`src/rtl/data_cache.sv`:
```
// Direct-mapped, write-through, no-write-allocate data cache with one 64-bit word per line.
// Read hits complete combinationally; misses and stores run a req/ack transaction while stalled.
module data_cache #(
    parameter int unsigned LINES = 8
) (
    input  logic        CLOCK,
    input  logic        RESET,
    input  logic        cpu_read,
    input  logic        cpu_write,
    input  logic [63:0] cpu_addr,
    input  logic [63:0] cpu_wdata,
    output logic [63:0] cpu_rdata,
    output logic        stall,
    output logic        mem_req,
    output logic        mem_we,
    output logic [63:0] mem_addr,
    output logic [63:0] mem_wdata,
    input  logic [63:0] mem_rdata,
    input  logic        mem_ack
);

    localparam int unsigned IDX   = $clog2(LINES);
    localparam int unsigned TAG_W = 64 - IDX - 3;

    typedef enum logic [1:0] {
        IDLE,
        FILL,
        WRITE,
        DONE
    } state_e;

    state_e             state_q, state_d;
    logic               mem_req_q, mem_req_d;
    logic               mem_we_q, mem_we_d;
    logic [63:0]        mem_addr_q, mem_addr_d;
    logic [63:0]        mem_wdata_q, mem_wdata_d;

    logic [LINES-1:0]   valid_q;
    logic [TAG_W-1:0]   tag_q  [LINES];
    logic [63:0]        data_q [LINES];

    logic [IDX-1:0]     idx;
    logic [TAG_W-1:0]   tag;
    logic               hit;
    logic               fill_en;
    logic               upd_en;
    logic               unused_addr_lsb;

    assign idx             = cpu_addr[IDX+2:3];
    assign tag             = cpu_addr[63:IDX+3];
    assign hit             = valid_q[idx] && (tag_q[idx] == tag);
    assign unused_addr_lsb = ^cpu_addr[2:0];

    assign mem_req   = mem_req_q;
    assign mem_we    = mem_we_q;
    assign mem_addr  = mem_addr_q;
    assign mem_wdata = mem_wdata_q;

    // Next state, transaction launch/retire, and the combinational stall / load-data path.
    always_comb begin
        state_d     = state_q;
        mem_req_d   = mem_req_q;
        mem_we_d    = mem_we_q;
        mem_addr_d  = mem_addr_q;
        mem_wdata_d = mem_wdata_q;
        fill_en     = 1'b0;
        upd_en      = 1'b0;
        stall       = 1'b0;
        cpu_rdata   = 64'(0);

        unique case (state_q)
            IDLE: begin
                if (cpu_write) begin
                    stall       = 1'b1;
                    state_d     = WRITE;
                    mem_req_d   = 1'b1;
                    mem_we_d    = 1'b1;
                    mem_addr_d  = {cpu_addr[63:3], 3'b000};
                    mem_wdata_d = cpu_wdata;
                end else if (cpu_read) begin
                    if (hit) begin
                        cpu_rdata = data_q[idx];
                    end else begin
                        stall      = 1'b1;
                        state_d    = FILL;
                        mem_req_d  = 1'b1;
                        mem_we_d   = 1'b0;
                        mem_addr_d = {cpu_addr[63:3], 3'b000};
                    end
                end
            end
            FILL: begin
                stall = 1'b1;
                if (mem_ack) begin
                    fill_en   = 1'b1;
                    state_d   = DONE;
                    mem_req_d = 1'b0;
                end
            end
            WRITE: begin
                stall = 1'b1;
                if (mem_ack) begin
                    upd_en    = hit;
                    state_d   = DONE;
                    mem_req_d = 1'b0;
                    mem_we_d  = 1'b0;
                end
            end
            DONE: begin
                // Always return to IDLE so a still-held store is not reissued.
                state_d = IDLE;
                if (cpu_read && hit) begin
                    cpu_rdata = data_q[idx];
                end
            end
            default: begin
                state_d = IDLE;
            end
        endcase
    end

    // Control state and valid bits; reset aborts any transaction in flight.
    always_ff @(posedge CLOCK or negedge RESET) begin
        if (!RESET) begin
            state_q     <= IDLE;
            mem_req_q   <= 1'b0;
            mem_we_q    <= 1'b0;
            mem_addr_q  <= 64'(0);
            mem_wdata_q <= 64'(0);
            valid_q     <= '0;
        end else begin
            state_q     <= state_d;
            mem_req_q   <= mem_req_d;
            mem_we_q    <= mem_we_d;
            mem_addr_q  <= mem_addr_d;
            mem_wdata_q <= mem_wdata_d;
            if (fill_en) begin
                valid_q[idx] <= 1'b1;
            end
        end
    end

    // Tag and data arrays need no reset; the valid bits qualify them.
    always_ff @(posedge CLOCK) begin
        if (fill_en) begin
            tag_q[idx]  <= tag;
            data_q[idx] <= mem_rdata;
        end else if (upd_en) begin
            data_q[idx] <= cpu_wdata;
        end
    end

endmodule

```
`config.mk`:
```
export PLATFORM = sky130hd
export DESIGN_NAME = data_cache
export DESIGN_NICKNAME = d
export VERILOG_FILES = /design/src/rtl/data_cache.sv
export SDC_FILE = /design/constraint.sdc
export NUM_CORES = 1
export LEC_CHECK = 0
export ABC_CLOCK_PERIOD_IN_PS = 6500
export CORE_MARGIN = 4
export CORE_UTILIZATION = 50
export CTS_CLUSTER_DIAMETER = 150
export DETAILED_ROUTE_END_ITERATION = 6
export GPL_ROUTABILITY_DRIVEN = 0
export PLACE_DENSITY = 0.76
export SLEW_MARGIN = 20
export SYNTH_ARGS = -nofsm -noshare
export SYNTH_HDL_FRONTEND = slang
export SYNTH_SLANG_ARGS = --single-unit
```
`constraint.sdc`:
```
create_clock -name CLOCK -period 6.5 [get_ports CLOCK]
set_input_delay 1.625 -clock CLOCK [delete_from_list [all_inputs] [get_ports CLOCK]]
set_output_delay 1.625 -clock CLOCK [all_outputs]
set_load 0.05 [all_outputs]
```
## After elaboration in Yosys (flattened, before gate mapping)

Memory sizes are Yosys's and may differ from the RTL's.
Cells that the tools add are included.

- Bitwise logic cells: 2
- Equal/unequal tests: 9
- Mux-type cells: 40
- Order comparisons: 2
- Reduce and logical (&&, ||, !) cells: 13

Operators with widths:

| operator | count |
|---|---|
| $mux W64 | 8 |
| $pmux W64 S2 | 1 |
| $eq A58 B58 Y1 | 1 |
| $mux W1 | 21 |
| $mux W2 | 4 |
| $or A8 B8 Y8 | 1 |
| $reduce_and A4 Y1 | 2 |
| $ne A3 B3 Y1 const B | 2 |
| $pmux W1 S2 | 3 |
| $pmux W2 S3 | 1 |
| $reduce_and A3 Y1 | 2 |
| $reduce_bool A2 Y1 | 3 |
| $eq A2 B2 Y1 const B | 2 |
| $lt A3 B4 Y1 const B | 1 |
| $ne A2 B2 Y1 const B | 2 |
| $bmux W1 S3 | 1 |
| $demux W1 S3 | 1 |
| $ge A3 B1 Y1 const B | 1 |
| $logic_and A1 B1 Y1 | 3 |
| $eq A2 B1 Y1 const B | 1 |
| $logic_not A2 Y1 | 1 |
| $ne A2 B1 Y1 const B | 1 |
| $reduce_and A2 Y1 | 1 |
| $reduce_or A2 Y1 | 1 |
| $or A1 B1 Y1 | 1 |

- Memories: 2
- Register bits after elaboration: 140
- RAM bits: 976
- Input bits: 197

Memory list:

| memory | depth | width | read ports | clocked after Yosys merged registers in | write ports | RTL line | text |
|---|---|---|---|---|---|---|---|
| data_q | 8 | 64 | 1 | 0 | 1 | 40 | `logic [63:0] data_q [LINES];` |
| tag_q | 8 | 58 | 1 | 0 | 1 | 39 | `logic [TAG_W-1:0] tag_q [LINES];` |

## Logic depth before layout (Yosys ltp)

- Word-level depth: 9
- Depth in mapped cells: 16
- Depth with buffers taken out: 9

## Least setup slack after synthesis

No wires, ideal clock.

- Path type: input port to output port
- Start point: in cpu_addr[4]
- End point: out cpu_rdata[18]
- Arrival: 7,038 ps
- Path slack: -2,163 ps
- Buffers on the path: 6
- Stages on the path: 14
- Path through: buf_6 buf_6 buf_6 buf_2 buf_1 mux2i_1 xor2_1 nand4_1 or4_1 nor3_1 nand2_1 or4_1 clkbuf_1 a2111oi_0

- Cells in the longest elaborated chain, start to end: 7
- Elaborated cells on any way between the ends: 12
- Those cells by class: 1 x eq/ne; 7 x mux; 2 x reduce/logical; 2 x memory

RTL lines:

| what | RTL line | text |
|---|---|---|
| start: declaration | 10 | `input logic [63:0] cpu_addr,` |
| $mem_v2 Z8 W58 or $bmux W1 S3 (tied branches) | -- |  |
| $eq A58 B58 Y1 or $mux W1 (tied branches) | 51 | `assign hit = valid_q[idx] && (tag_q[idx] == tag);` |
| $logic_and A1 B1 Y1 | 51 |  |
| $mux W64 | 81 | `if (hit) begin` |
| $mux W64 | 80 | `end else if (cpu_read) begin` |
| $mux W64 | 73 | `if (cpu_write) begin` |
| $pmux W64 S2 (*) | 71 | `unique case (state_q)` |
| end: declaration | 12 | `output logic [63:0] cpu_rdata,` |

Every way passes the cells marked *; elsewhere a longest branch is shown, timed or not. The select of a mux whose other input is x is not followed.

## Worst setup path after layout

- Start point: in cpu_addr[5]
- End point: out cpu_rdata[0]

Same word-level chain as after synthesis.

==> flow_summary_export.csv <==
group,metric,value,unit
outcome,status,"complete, but fails checks",
outcome,violations,"setup timing",
layout,layout_commonest_cell,"edfxtp_1",
sta,clock_skew,0.0281,ns
sta,finalWorstSetupSlack,-0.563,ns
hold_path,hold_path.class,"reg2reg",
grt,grt_overflow,0,
power,switchingPower,5.79,mW
setup_path,cp-end-kind,"output pin",
sta,fmax,142,MHz
setup_path,crit_family,"simple AND/OR/NAND/NOR gates",
power,switching_share,29.4,%
sta,post-route-period-util,109,%
clock_network,cts_hold_buf,0,
yosys,ys.flop_type,"edfxtp_1",
setup_path,cp_max_fo,13,
power,total_leakage_power,19.7,nW
grt,grt_pass1_wl,175000,um
sta,finalHoldViolCount,0,
power,p_per_area,345,mW/mm2
routing,wl,120000,um
grt,antenna_found_initial,2,
floorplanning,die_w,303,um
routing,drt-pass1-iter-count,6,
power,intPower,13.9,mW
floorplanning,die_h,303,um
routing,ant_nets,0,
floorplanning,row_count,108,
clock_network,cts_root_buf,"clkbuf_16",
layout,fill_cells,5529,
layout,final_area,0.0570,mm2
grt,grt_pass1_vias,27501,
layout,final_nets,3277,
setup_path,max_stage_delay,0.59,ns
yosys,netlist_area,0.0436,mm2
job,maxCapViolCount,0,
clock_network,cts_tree,"yes",
yosys,ys_seq_area_share,75.0,%
grt,grt_max_degree,71,
setup_path,path_class,"in2out",
routing,wire_per_inst,27.8,um
setup_path,crit_top_cell,"buf_12",
power,comb_power_share,22.7,%
routing,viasPerCell,6.03,
yosys,yosys_warnings,0,
yosys,ys_types,71,
routing,drtIter0Drc,2679,
clock_network,clkTransAtPathRegs,0.06,ns
yosys,syn_inst,2398,
setup_path,start_kind,"input pin",
sta,relSlewSlack,23.6,%
setup_path,critPathArrivalTime,5.44,ns
setup_path,crit_chain,"clkbuf_16, buf_16, mux2_2, a221o_1, a222oi_1, xnor2_1, or2_4, nor4_2, nand2_1, or4_4, buf_12, buf_12, buf_12, buf_12, nor3_4, buf_12",
sta,rsz0062_at_grt,"yes",
sta,slew_violations,0,
power,pwr-share-clk,33.2,%
routing,drt_drc_violations_left,0,
placement,place_hpwl,72400,um
floorplanning,ios,392,
layout,drive_gt1_share,32.8,%
placement,placed_cell_area,0.0522,mm2
setup_path,cp_slowest_cell,"or4_4",
clock_network,clock_latency,0.68,ns
yosys,synth_area_per_cell,18.2,um2
setup_path,cp.required,4.88,ns
power,sequentialPowerShare,44.1,%
floorplanning,dieArea,0.0921,mm2
floorplanning,coreArea,0.0866,mm2
layout,syn_to_final_growth,30.7,%
power,peakVddDrop,0.000356,V
clock_network,cts_sinks,1113,
sta,min_period,7.06,ns
setup_path,crit_buf_inv,7,
layout,layout_common_cells,"976 x edfxtp_1, 316 x clkdlybuf4s50_1, 233 x buf_4",
clock_network,htree_levels,3,
routing,dr_total_vias,26104,
placement,port-buffer-count,385,
yosys,async_reset_ff_share,12.3,%
clock_network,cts_inserted_buffers,109,
sta,setup-tns-final,-26.48,ns
clock_network,clockBufferDepth,3,
floorplanning,start_util,50.4,%
sta,setup_viol,65,
grt,grt_use_total,25.8,%
sta,tightest_slew,1.15,ns
yosys,synth_edf_count,976,
yosys,yosys_register_bits,1113,
final cells by class:
| class | count | area (um2) | area share [%] |
|---|---|---|---|
| multi-input cells | 1138 | 11200 | 19.7 |
| diodes | 3 | 7.51 | 0.0132 |
| repair buffers | 699 | 7810 | 13.7 |
| clock buffers | 140 | 2900 | 5.09 |
| well taps | 1155 | 1450 | 2.53 |
| flip-flops and latches | 1113 | 32700 | 57.4 |
| clock inverters | 65 | 856 | 1.50 |
| inverters | 14 | 52.6 | 0.0921 |
logic make-up after synthesis:
logic type / count (synthesis) / share of synthesized area (%)
compound gates: 355 / 5.34
xor+xnor: 34 / 0.682
fa+ha+maj: 5 / 0.143
buf+inv: 149 / 1.72
flops: 1113 / 75.0
mux: 444 / 13.5
other cells: 1 / 0.00859
simple gates: 297 / 3.60
state kept, by name, summed over array words and instances (netlist names):
signal / count
mem_addr: 61
mem_req: 1
state_q: 2
data_q: 512
mem_wdata: 64
valid_q: 8
mem_we: 1
tag_q: 464
stage by stage:
stage | std cells | setup slack (ns) | power (mW) | hold slack, ns | utilization (%)
6_report | 4327 | -0.563 | 19.7 | 0.463 | 65.8
5_1_grt | 4324 | -0.665 | 20.3 | 0.486 | 65.8
4_1_cts | 4307 | -0.463 | 19.7 | 0.464 | 65.5
2_1_floorplan | 2400 | -0.198 | 11.5 | 0.430 | -
3_5_place_dp | 4070 | -0.715 | 13.2 | 0.449 | 60.3
3_3_place_gp | 4070 | -0.685 | 13.1 | 0.443 | 60.3
cells in the mapped netlist (9+ instances only):
library cell  count  area share [%]
nor2_1          106            0.91
clkbuf_1         69            0.59
a21oi_1          28            0.32
or3_1            11            0.16
nand2_1          40            0.34
xnor2_1          14            0.28
a211oi_1         15            0.26
buf_4             9            0.15
mux2_2          216             5.6
or2_2            14            0.20
o221ai_1         18            0.36
nor4_1           24            0.34
dfrtp_1         137             7.9
nand2b_1         11            0.16
buf_2            30            0.34
buf_1            14            0.12
mux2i_1          96             2.2
edfxtp_1        976              67
nand4_1          16            0.23
nor3_1           12            0.14
mux2_4           64             2.2
xor2_1           20            0.40
mux4_2           68             3.5
inv_1            12            0.10
a22oi_1          11            0.19
o21ai_0          29            0.33
or4_1            30            0.52
o22ai_1         203             2.9
power by group through the flow:
stage                     Clock [mW]  Sequential [mW]  Combinational (mW)
after floorplan                    0             10.2                1.28
after global placement             0             8.78                4.32
after detailed placement           0             8.81                4.40
after CTS                       6.62             8.67                4.46
after global routing            6.95             8.73                4.65
final                           6.54             8.67                4.47
final timing paths:
path	start	to	slack, ns	cells after the start
min in group asynchronous	RESET	mem_wdata[32]	0.93	1
worst max register to register	tag_q[1][5]	data_q[7][13]	1.88	13
worst min register to register	valid_q[1]	valid_q[1]	0.46	1
worst min-delay path	valid_q[1]	valid_q[1]	0.46	1
max in group asynchronous	RESET	valid_q[4]	4.49	2
worst max-delay path	cpu_addr[5]	cpu_rdata[0]	-0.56	16
metal layers:
layer | vias up | GRT usage [%] | part of all wire (%)
li1 | 11020 | - | -
met1 | 13405 | 33.0 | 37
met2 | 1411 | 44.3 | 51
met3 | 264 | 5.34 | 9.2
met4 | 4 | 8.69 | 3.3
met5 | - | 0 | 0.022
what timing repair did:
item | 4_1_cts | 5_1_grt
pin swaps | 39 | 25
resized for setup | 76 | 18
cloned | 6 | 2
setup buffers | 27 | 15
setup endpoints to repair | 65 | 65
worst reg2reg max path, delay by kind of cell (launching register included):
kind	cells	cell delay (ns)
muxes	3	1.08
buffers and inverters	4	0.70
DFF	1	0.39
xor gates and xnor gates	1	0.17
and+or+nand+nor	5	2.02
Note: power is estimated with default switching activity, not from simulation.
